==> config.mk <==
export PLATFORM = sky130hd
export DESIGN_NAME = mem_rd_ctrl
export DESIGN_NICKNAME = d
export VERILOG_FILES = /design/src/rtl/mem_ctrl_pkg.sv /design/src/rtl/pkt_skid_fifo.sv /design/src/rtl/mem_rd_ctrl.sv
export SDC_FILE = /design/constraint.sdc
export NUM_CORES = 1
export LEC_CHECK = 0
export BUFFER_PORTS_ARGS = -buffer_cell sky130_fd_sc_hd__buf_2
export CORE_UTILIZATION = 49
export DETAILED_ROUTE_END_ITERATION = 12
export GPL_ROUTABILITY_DRIVEN = 1
export GPL_TIMING_DRIVEN = 0
export HOLD_SLACK_MARGIN = 0.03
export PLACE_DENSITY = 0.82
export SLEW_MARGIN = 40
export SYNTH_ARGS = -nofsm -noshare
export SYNTH_HDL_FRONTEND = slang
export SYNTH_HIERARCHICAL = 1
export SYNTH_SLANG_ARGS = --single-unit
==> constraint.sdc <==
create_clock -name clk_i -period 6.3 [get_ports clk_i]
set_input_delay 0.315 -clock clk_i [delete_from_list [all_inputs] [get_ports clk_i]]
set_output_delay 0.315 -clock clk_i [all_outputs]
set_load 0.02 [all_outputs]
==> src/rtl/mem_ctrl_pkg.sv <==
// Shared types for the packet-buffer controllers (write side, read side and their benches).
package mem_ctrl_pkg;

  // Controller state machine encoding.
  typedef enum logic [1:0] {
    IDLE  = 2'd0,
    READ  = 2'd1,
    DRAIN = 2'd2,
    CLEAR = 2'd3
  } state_t;

  // Framing flags carried alongside each data word. The full entry type
  // {data, sop, eop} is declared where DWIDTH is known.
  typedef struct packed {
    logic sop;
    logic eop;
  } pkt_flags_t;

  // Depth of the output skid FIFO; the read issue rule keeps occupancy below this.
  localparam int FIFO_DEPTH = 2;

  // Stored-packet word count: a zero length field means the buffer is full.
  function automatic int unsigned lenWords(input int unsigned len, input int unsigned awidth);
    return (len == 0) ? (32'd1 << awidth) : len;
  endfunction

endpackage

==> src/rtl/pkt_skid_fifo.sv <==
// Two-entry register FIFO. Slot 0 is always the head; unused slots are kept
// at zero so the head reads as zero whenever the FIFO is empty.
module pkt_skid_fifo #(
  parameter int WIDTH = 18
) (
  input  logic             clk_i,
  input  logic             flush_i,
  input  logic             push_i,
  input  logic [WIDTH-1:0] data_i,
  input  logic             pop_i,
  output logic [WIDTH-1:0] head_o,
  output logic [1:0]       count_o
);

  logic [WIDTH-1:0] slot0_q, slot0_d;
  logic [WIDTH-1:0] slot1_q, slot1_d;
  logic [1:0]       count_q, count_d;
  logic [1:0]       countAfterPop;

  // Next-state: pop shifts slot 1 forward, then a push lands in the first free slot.
  always_comb begin
    slot0_d       = slot0_q;
    slot1_d       = slot1_q;
    countAfterPop = count_q - {1'b0, pop_i};
    if (pop_i) begin
      slot0_d = slot1_q;
      slot1_d = '0;
    end
    if (push_i) begin
      if (countAfterPop == 2'd0) begin
        slot0_d = data_i;
      end else begin
        slot1_d = data_i;
      end
    end
    count_d = countAfterPop + {1'b0, push_i};
  end

  // Storage registers; flush empties the FIFO and zeroes the slots.
  always_ff @(posedge clk_i) begin
    if (flush_i) begin
      slot0_q <= '0;
      slot1_q <= '0;
      count_q <= 2'd0;
    end else begin
      slot0_q <= slot0_d;
      slot1_q <= slot1_d;
      count_q <= count_d;
    end
  end

  assign head_o  = slot0_q;
  assign count_o = count_q;

endmodule

==> src/rtl/mem_rd_ctrl.sv <==
// Packet buffer read controller: once the write side holds a complete packet,
// read it out of RAM in address order, stream it with sop/eop under ready
// backpressure, then pulse clr_o so the write side can release the buffer.
module mem_rd_ctrl
  import mem_ctrl_pkg::*;
#(
  parameter int AWIDTH = 4,
  parameter int DWIDTH = 16
) (
  input  logic              clk_i,
  input  logic              srst_i,
  input  logic              busy_i,
  input  logic [AWIDTH-1:0] len_i,
  output logic [AWIDTH-1:0] rdaddr_o,
  output logic              rden_o,
  input  logic [DWIDTH-1:0] rddata_i,
  output logic [DWIDTH-1:0] data_o,
  output logic              val_o,
  output logic              sop_o,
  output logic              eop_o,
  input  logic              ready_i,
  output logic              clr_o
);

  typedef struct packed {
    logic [DWIDTH-1:0] data;
    pkt_flags_t        flags;
  } entry_t;

  localparam int              ENTRY_W = $bits(entry_t);
  localparam logic [AWIDTH:0] IDX_ONE = (AWIDTH + 1)'(1);

  state_t          state_q;
  logic [AWIDTH:0] len_q;
  logic [AWIDTH:0] idx_q;
  logic [AWIDTH:0] lenFull_d;
  logic            inflight_q;
  pkt_flags_t      pendFlags_q;
  pkt_flags_t      issueFlags_d;
  logic            clr_q;

  logic [1:0]      fifoCount;
  entry_t          pushEntry;
  entry_t          headEntry;
  logic            pop;
  logic            lastIdx;
  logic [2:0]      occupancy;

  assign lenFull_d = (AWIDTH + 1)'(lenWords(32'(len_i), AWIDTH));

  // Read issue decision: only read when the word is guaranteed a FIFO slot,
  // counting words already stored, the read in flight, and this cycle's pop.
  always_comb begin
    pop              = val_o & ready_i;
    occupancy        = {1'b0, fifoCount} + {2'b00, inflight_q} - {2'b00, pop};
    rden_o           = (state_q == READ) && (occupancy < 3'(FIFO_DEPTH));
    lastIdx          = (idx_q == (len_q - IDX_ONE));
    issueFlags_d.sop = (idx_q == '0);
    issueFlags_d.eop = lastIdx;
  end

  // Controller FSM plus the one-cycle read pipeline that tracks RAM latency.
  always_ff @(posedge clk_i) begin
    if (srst_i) begin
      state_q     <= IDLE;
      len_q       <= '0;
      idx_q       <= '0;
      inflight_q  <= 1'b0;
      pendFlags_q <= '0;
      clr_q       <= 1'b0;
    end else begin
      inflight_q  <= rden_o;
      pendFlags_q <= issueFlags_d;
      clr_q       <= 1'b0;
      unique case (state_q)
        IDLE: begin
          if (busy_i) begin
            len_q   <= lenFull_d;
            idx_q   <= '0;
            state_q <= READ;
          end
        end
        READ: begin
          if (rden_o) begin
            idx_q <= idx_q + IDX_ONE;
            if (lastIdx) begin
              state_q <= DRAIN;
            end
          end
        end
        DRAIN: begin
          if (pop && eop_o) begin
            clr_q   <= 1'b1;
            state_q <= CLEAR;
          end
        end
        CLEAR: begin
          idx_q   <= '0;
          state_q <= IDLE;
        end
        default: state_q <= IDLE;
      endcase
    end
  end

  assign pushEntry = {rddata_i, pendFlags_q};

  pkt_skid_fifo #(
    .WIDTH(ENTRY_W)
  ) u_fifo (
    .clk_i  (clk_i),
    .flush_i(srst_i),
    .push_i (inflight_q),
    .data_i (pushEntry),
    .pop_i  (pop),
    .head_o (headEntry),
    .count_o(fifoCount)
  );

  assign val_o    = (fifoCount != 2'd0);
  assign data_o   = headEntry.data;
  assign sop_o    = headEntry.flags.sop;
  assign eop_o    = headEntry.flags.eop;
  assign rdaddr_o = idx_q[AWIDTH-1:0];
  assign clr_o    = clr_q;

endmodule

* Yosys cells after proc, flatten, opt, wreduce, memory -nomap -nowiden
Cells that the tools add are included.
Word-level totals: flip-flop bits (word level) 54, input port bits 24, output and inout port bits 25, logic and storage cells 55
Operators by class: add/sub/neg operators 6, $lt $le $gt $ge 1, equality and inequality tests 8, muxes and demuxes 16, bitwise gates (word level) 2, reductions and logical operators 12
Operators with widths (number):
- $mux W18 | 6
- $mux W5 | 3
- $pmux W5 S3 | 1
- $mux W2 | 4
- $ne A2 B2 Y1 const B | 4
- $pmux W2 S4 | 1
- $add A5 B1 Y5 const B | 1
- $eq A5 B5 Y1 | 1
- $logic_not A5 Y1 | 1
- $sub A5 B1 Y5 const B | 1
- $eq A2 B2 Y1 const B | 2
- $logic_not A2 Y1 | 2
- $logic_not A4 Y1 | 1
- $reduce_and A4 Y1 | 1
- $add A2 B1 Y3 | 1
- $lt A3 B2 Y1 const B | 1
- $reduce_and A3 Y1 | 1
- $reduce_bool A3 Y1 | 1
- $sub A3 B1 Y3 | 1
- $add A2 B1 Y2 | 1
- $eq A2 B1 Y1 const B | 1
- $logic_and A1 B1 Y1 | 2
- $reduce_and A2 Y1 | 1
- $reduce_bool A2 Y1 | 1
- other kinds (5) | 5

* Depth between registers and ports, before layout
Gate-level depths: netlist of run 1.
depth in word-level cells 7, depth in mapped cells 8, mapped depth without buffers 8

* Hierarchy
Netlist of run 1, hierarchy kept.
Modules (own cells, without submodules):
- pkt_skid_fifo | times used 1, cells an instance 193, area an instance 1848.0 µm², sequential area each 760.7 µm²
- mem_rd_ctrl | times used 1, cells an instance 114, area an instance 1011.0 µm², sequential area each 320.3 µm²

* Worst setup path before layout of run 1
Ideal clock, no wire load.
path type register to register, from register u_fifo.count_q[1], in the netlist u_fifo/count_o[1], to register idx_q[4], library setup time 121 ps, arrival time 2145 ps, required time 6179 ps, setup slack 4034 ps, stages on the path, launching flop included 9, path buffers 0, period minus slack after synthesis 2266 ps, path through dfxtp_1 -> and3b_1 -> o21ai_0 -> fa_1 -> xnor2_1 -> a21boi_1 -> nor4b_2 -> nand3_1 -> mux2_2
Between the ends: cells in the longest elaborated chain, start to end 7, elaborated cells on any way between the ends 8, classes of those cells add/sub (2); order compare (1); eq/ne (1); bitwise (1); reduce/logical (3)
Ends and longest elaborated chain:
- from (decl) | RTL line pkt_skid_fifo.sv:17 | logic [1:0] count_q, count_d;
- from (signal assigned) | RTL line pkt_skid_fifo.sv:48 | count_q <= count_d;
- branches (longest 2 deep; another with $add A2 B1 Y3)
- $sub A3 B1 Y3 (*) | RTL line mem_rd_ctrl.sv:55 | occupancy = {1'b0, fifoCount} + {2'b00, inflight_q} - {2'b00, pop};
- $lt A3 B2 Y1 (*) | RTL line mem_rd_ctrl.sv:56 | rden_o = (state_q == READ) && (occupancy < 3'(FIFO_DEPTH));
- $logic_and A1 B1 Y1 (*) | RTL line mem_rd_ctrl.sv:56
- $ne A2 B2 Y1 (no source line) (*)
- $reduce_and A3 Y1 (no source line) (*)
- to (signal assigned) | RTL line mem_rd_ctrl.sv:85 | idx_q <= idx_q + IDX_ONE;
- to (decl) | RTL line mem_rd_ctrl.sv:35 | logic [AWIDTH:0] idx_q;
Mark *: on every way between the ends. A chain may end at the register's enable or synchronous reset.

* Worst setup path after layout of run 1
from register u_fifo.count_q[1], in the netlist u_fifo/count_o[1], to register state_q[0]
Between the ends: cells in the longest elaborated chain, start to end 7, elaborated cells on any way between the ends 10, classes of those cells add/sub (2); order compare (1); eq/ne (2); bitwise (1); reduce/logical (4)
Ends and longest elaborated chain:
- branches (longest 6 deep; another with $add A2 B1 Y3)
- $reduce_and A4 Y1 (no source line) (*)
- to (signal assigned) | RTL line mem_rd_ctrl.sv:65 | state_q <= IDLE;
- to (signal assigned) | RTL line mem_rd_ctrl.sv:80 | state_q <= READ;
- to (signal assigned) | RTL line mem_rd_ctrl.sv:87 | state_q <= DRAIN;
- to (decl) | RTL line mem_rd_ctrl.sv:33 | state_t state_q;
Marked as above.

==> results.py, run 1 <==
metrics = {
    "run_status": {
        "status": "finished, final reports clean",
    },
    "floorplan": {
        "core_area_um2": 5570,
        "die_h_um": 78.4,
        "start_util_pct": 51.3,
        "rows": 27,
        "dieArea_um2": 6140,
        "io-pin-count": 49,
        "die_x_um": 78.4,
    },
    "grt": {
        "antenna_found_initial": 0,
        "grt_usage_pct": 20.8,
        "grt_pass1_wl_um": 10000,
        "grt_max_degree": 19,
        "gr-total-overflow": 0,
        "grt_pass1_vias": 2227,
    },
    "synthesis": {
        "syn_area_per_cell_um2": 9.31,
        "synth_edf_count": 0,
        "syn_nets": 340,
        "synth_top_area_share_pct": 37.8,
        "ys_warn_count": 6,
        "ys_seq_area_share_pct": 37.8,
        "synth_cell_type_count": 49,
        "async_flop_share_pct": 0,
        "synth_area_um2": 2860,
        "ys_seq_elements": 54,
        "synthMostInstantiatedCell": "dfxtp_1",
        "ys.flop_type": "dfxtp_1",
        "synth_cells": 307,
        "synth_area_leader_cell": "dfxtp_1",
        "synth_area_leaders": "dfxtp_1, a211oi_2, mux2i_1",
        "ys_top_cells_by_count": "dfxtp_1, nand3_1, nor2_1, a21oi_1, nor2b_1",
    },
    "cts": {
        "cts_buffers": 5,
        "cts.sinks": 54,
        "ctsHoldBuffers": 0,
        "cts_resized": 0,
        "clockBufferDepth": 2,
        "clk_latency_ps": 320,
        "post_cts_buffers": 0,
        "cts_root_buf": "clkbuf_8",
        "path_clk_slew_ps": 110,
        "cts_tree": "yes",
        "cts-htree-levels": 2,
    },
    "critical_path": {
        "start_kind": "flip-flop",
        "crit_path_end_kind": "flip-flop",
        "reg2regPathDepth": 8,
        "cp_max_fo": 9,
        "reg2reg_slack_ps": 3810,
        "cp.arrival_ps": 2710,
        "reg2reg_from": "u_fifo/count_o[1]",
        "critPathKind": "reg -> reg",
        "worst-endpoint-required_ps": 6510,
        "r2r_end": "state_q[0]",
    },
    "placed_design": {
        "dpl.hpwl_um": 4490,
        "place_congestion": 0.772,
        "placed_cell_area_um2": 3180,
        "numPortBuffers": 47,
        "dpl_worst_slack_ps": 3800,
    },
    "timing": {
        "fin_crit_ps": 2490,
        "worst_pin_slew_ps": 752,
        "rsz0062_at_grt": "no",
        "relSlewSlack_pct": 49.4,
        "hold_violations": 0,
        "setup_viol": 0,
        "drv_slew": 0,
        "fmax_mhz": 401,
        "fin_ws_ps": 3810,
        "finalCritPeriodShare_pct": 39.6,
        "tns_ps": 0,
        "skew_ps": 14.7,
    },
    "min_path": {
        "hold_class": "in -> reg",
        "worstHoldEndpoint": "u_fifo/slot1_q[8]",
        "worstHoldStart": "rddata_i[6]",
        "worst_hold_path.num_cells": 3,
    },
    "detailed_routing": {
        "num_vias": 2348,
        "drtAntennaViolNets": 0,
        "firstDrtPassIters": 5,
        "routed_wl_um": 6120,
        "routedWlPerCell_um": 14.1,
        "via_per_inst": 5.41,
        "drc_errors": 0,
        "drt_iter0_markers": 88,
    },
    "cells_and_area": {
        "drive_above_1_share_pct": 28.7,
        "regArea_um2": 1080,
        "multi_input_area_um2": 1570,
        "syn_to_final_growth_pct": 14.7,
        "num-nets-final": 394,
        "antenna_cells": 0,
        "design_area_um2": 3280,
        "fill_cells": 502,
    },
    "power_and_ir_drop": {
        "vdd_drop_max_mv": 0.199,
        "pwr_density_cell_nw_per_um2": 392,
        "p_total_uw": 1280,
        "p_leak_uw": 0.00131,
    },
    "flow_run": {
        "cap_violations": 0,
    },
}
## worst max-delay path, stage by stage, from the launching register on
cell	delay (ps)
dfxtp_1	530
and3b_1	250
o21ai_0	130
fa_1	410
xnor2_1	180
a21boi_1	170
a211oi_1	320
nand3_1	110
o311a_1	290
## per-layer routing
metal	vias to the layer above	wire length (um)	GRT usage (%)	share of wire [%]
met2	57	3100	38.7	51
met5	-	0	0	0
met1	1100	2700	23.8	44
met4	0	70	6.30	1.1
li1	1185	-	-	-
met3	6	242	4.19	4.0
## placed cells by master, fill, tap and decap left out, types with 2 or more instances in the layout
cell	n
nand3_1	26
o21ai_1	11
nor2_1	26
mux2i_1	19
nor2b_1	21
o31ai_1	2
nor3_1	3
nor4_1	2
a21boi_1	2
and3_1	2
a21oi_1	23
xor2_1	3
ha_1	8
nand2b_1	2
nand2_1	8
xnor2_1	9
inv_1	10
clkbuf_1	3
buf_4	6
buf_2	52
dfxtp_1	54
buf_6	7
o21ai_0	9
clkbuf_8	5
nand4_1	2
a211oi_2	19
and3b_1	2
## sequential cells by signal (all words and copies together), names as in the netlist
signal,count
pendFlags_q,2
state_q,2
u_fifo/count_o,2
idx_q,5
u_fifo/head_o,18
len_q,5
inflight_q,1
u_fifo/slot1_q,18
clr_o,1
## power by group
part           internal [uW]  switching, uW  total, uW
Clock                   80.5            123        203
Combinational            259            366        625
Sequential               406           48.9        455
## layout make-up
cell class | instances | area share [%]
Multi-Input combinational cell | 219 | 47.8
Sequential cell | 54 | 33.0
Timing Repair Buffer | 47 | 7.18
Buffer | 23 | 5.15
Tap cell | 72 | 2.75
Clock buffer | 5 | 2.10
Inverter | 11 | 1.26
Clock inverter | 3 | 0.763
## how the worst max path moves through the flow
| stage | end | from | slack [ps] |
|---|---|---|---|
| after detailed placement | idx_q[4] | u_fifo/count_o[1] | 3800 |
| after CTS | idx_q[4] | u_fifo/count_o[1] | 3780 |
| after floorplan | idx_q[4] | u_fifo/count_o[1] | 4030 |
| after global placement | state_q[0] | u_fifo/count_o[1] | 3850 |
| after global routing | idx_q[4] | u_fifo/count_o[1] | 3570 |
| final | state_q[0] | u_fifo/count_o[1] | 3810 |
## logic make-up (layout without fill, tap and decap cells)
kind of cell / count (synthesis) / count (layout) / share of synthesized area [%]
muxes: 20 / 20 / 7.05
and+or+nand+nor: 104 / 104 / 20.4
DFF: 54 / 54 / 37.8
AOI/OAI and AO/OA: 74 / 74 / 19.5
buffers and inverters: 34 / 89 / 7.35
adders and majority gates: 9 / 9 / 4.20
xor gates and xnor gates: 12 / 12 / 3.68
## per-stage QoR
step	hold WS, ps	std cells	utilization, %
after floorplan	443	307	-
after global placement	455	426	57.1
after detailed placement	463	426	57.1
after CTS	251	434	58.8
after global routing	255	434	58.8
final	253	434	58.8
Note: power is estimated with default switching activity, not from simulation.
==> run 2: changes to the inputs <==
Clock period 6.3 ns to 2.3 ns, I/O delays scaled along.
==> run 2 against run 1 <==
Compared with the run above:
- clock-buffer cell count did not move
- highest routed layer unchanged
- via count rose by 1.5%
- hold slack got worse by 200 ps
- design area rose by 2.3%
- routed wire length rose by 2.9%
- sequential power rose to 2.7 times the previous value
- sequential cell count did not move
- critical path depth did not move
- clock skew rose by 2.1 ps
- clock power rose to 2.8 times the previous value
- non-clock buffer count rose by 4
- first-iteration DRC count fell by 2.3%
==> results.py, run 2 (synthesis results as in run 1) <==
metrics = {
    "critical_path": {
        "cp_max_fo": 5,
        "cp.arrival_ps": 2490,
        "worst-endpoint-required_ps": 2570,
        "crit_path_end_kind": "flip-flop",
        "start_kind": "flip-flop",
        "critPathKind": "reg -> reg",
    },
    "timing": {
        "fin_crit_ps": 2220,
        "fin_ws_ps": 76.6,
        "fmax_mhz": 450,
        "worst_pin_slew_ps": 736,
        "drv_slew": 0,
        "skew_ps": 16.7,
        "finalCritPeriodShare_pct": 96.7,
        "setup_viol": 0,
        "relSlewSlack_pct": 50.5,
        "tns_ps": 0,
        "hold_violations": 0,
    },
    "cells_and_area": {
        "design_area_um2": 3350,
        "antenna_cells": 0,
        "syn_to_final_growth_pct": 17.3,
        "final_cell_mix": "dfxtp_1, buf_2, nor2_1, nand3_1, a21oi_1",
        "final_common_cell": "dfxtp_1",
        "drive_above_1_share_pct": 31.4,
        "num-nets-final": 398,
        "finalNonFillerCells": 438,
        "fill_cells": 494,
    },
    "cts": {
        "path_clk_slew_ps": 120,
        "clockBufferDepth": 2,
        "cts_buffers": 5,
        "cts-htree-levels": 2,
        "cts_root_buf": "clkbuf_8",
        "clk_latency_ps": 330,
        "cts_tree": "yes",
        "cts.sinks": 54,
    },
    "power_and_ir_drop": {
        "p_leak_uw": 0.00133,
        "pwr_density_cell_nw_per_um2": 1080,
        "vdd_drop_max_mv": 0.560,
        "p_total_uw": 3610,
    },
    "detailed_routing": {
        "drtAntennaViolNets": 0,
        "drc_errors": 0,
        "drt_iter0_markers": 86,
        "routed_wl_um": 6290,
        "firstDrtPassIters": 4,
        "via_per_inst": 5.44,
        "num_vias": 2383,
        "routedWlPerCell_um": 14.4,
    },
    "grt": {
        "antenna_found_initial": 0,
        "grt_pass1_vias": 2223,
        "grt_max_degree": 19,
        "gr-total-overflow": 0,
        "grt_pass1_wl_um": 10100,
        "grt_usage_pct": 20.9,
    },
    "floorplan": {
        "core_area_um2": 5570,
        "dieArea_um2": 6140,
        "rows": 27,
        "start_util_pct": 51.3,
        "die_h_um": 78.4,
        "die_x_um": 78.4,
        "io-pin-count": 49,
    },
    "placed_design": {
        "place_congestion": 0.772,
        "numPortBuffers": 47,
        "placed_cell_area_um2": 3180,
        "dpl_worst_slack_ps": -198,
        "dpl.hpwl_um": 4490,
        "place_inst": 426,
    },
    "flow_run": {
        "cap_violations": 0,
    },
    "min_path": {
        "hold_class": "in -> reg",
    },
    "run_status": {
        "status": "finished, final reports clean",
    },
}
run 2: power by group:
part | total [uW] | internal (uW) | switching (uW)
Clock | 562 | 221 | 342
Combinational | 1800 | 750 | 1050
Sequential | 1250 | 1120 | 133
run 2: area by class of cell:
type	instances	area (um^2)	share of cell area, %
buffer	23	169	5.04
clock buffer	5	68.8	2.05
sequential	54	1080	32.4
clock inverter	3	25.0	0.746
inverter	11	41.3	1.23
timing repair buffer	51	265	7.91
multi-input combinational	219	1610	48.0
tap	72	90.1	2.69
run 2: timing repair:
action | 4_1_cts | 5_1_grt
pin swaps | 1 | 2
setup buffers | 1 | 3
gates resized for setup | 5 | 6
hold buffers | 0 | 0
endpoints found under the setup margin | 8 | 4
hold endpoints to repair | 0 | 0
run 2: through the flow:
| stage | hold WS, ps | util (%) |
|---|---|---|
| after floorplan | 262 | - |
| after global placement | 382 | 57.1 |
| after detailed placement | 393 | 57.1 |
| after CTS | 50.5 | 59.3 |
| after global routing | 55.1 | 60.2 |
| final | 51.8 | 60.2 |
run 2: path summary, 6_finish.rpt:
path | cells past startpoint | slack (ps) | startpoint | endpoint
max reg2reg | 8 | 80 | u_fifo/count_o[0] | state_q[0]
min reg2reg | 2 | 470 | len_q[4] | len_q[4]
max | 8 | 80 | u_fifo/count_o[0] | state_q[0]
min | 3 | 50 | rddata_i[6] | u_fifo/slot1_q[8]
run 2: worst max-delay path, stage by stage, from the launching register on:
cell	delay, ps
dfxtp_1	350
and3b_2	270
o21ai_1	90
fa_2	370
xnor2_2	240
a21boi_4	120
a211o_1	340
o31ai_2	210
o311a_1	190
run 2: per-layer routing:
metal | GRT usage [%] | share of wire (%)
met4 | 6.11 | 1.2
met5 | 0 | 0
met2 | 38.9 | 52
met1 | 23.9 | 43
met3 | 4.19 | 4.4
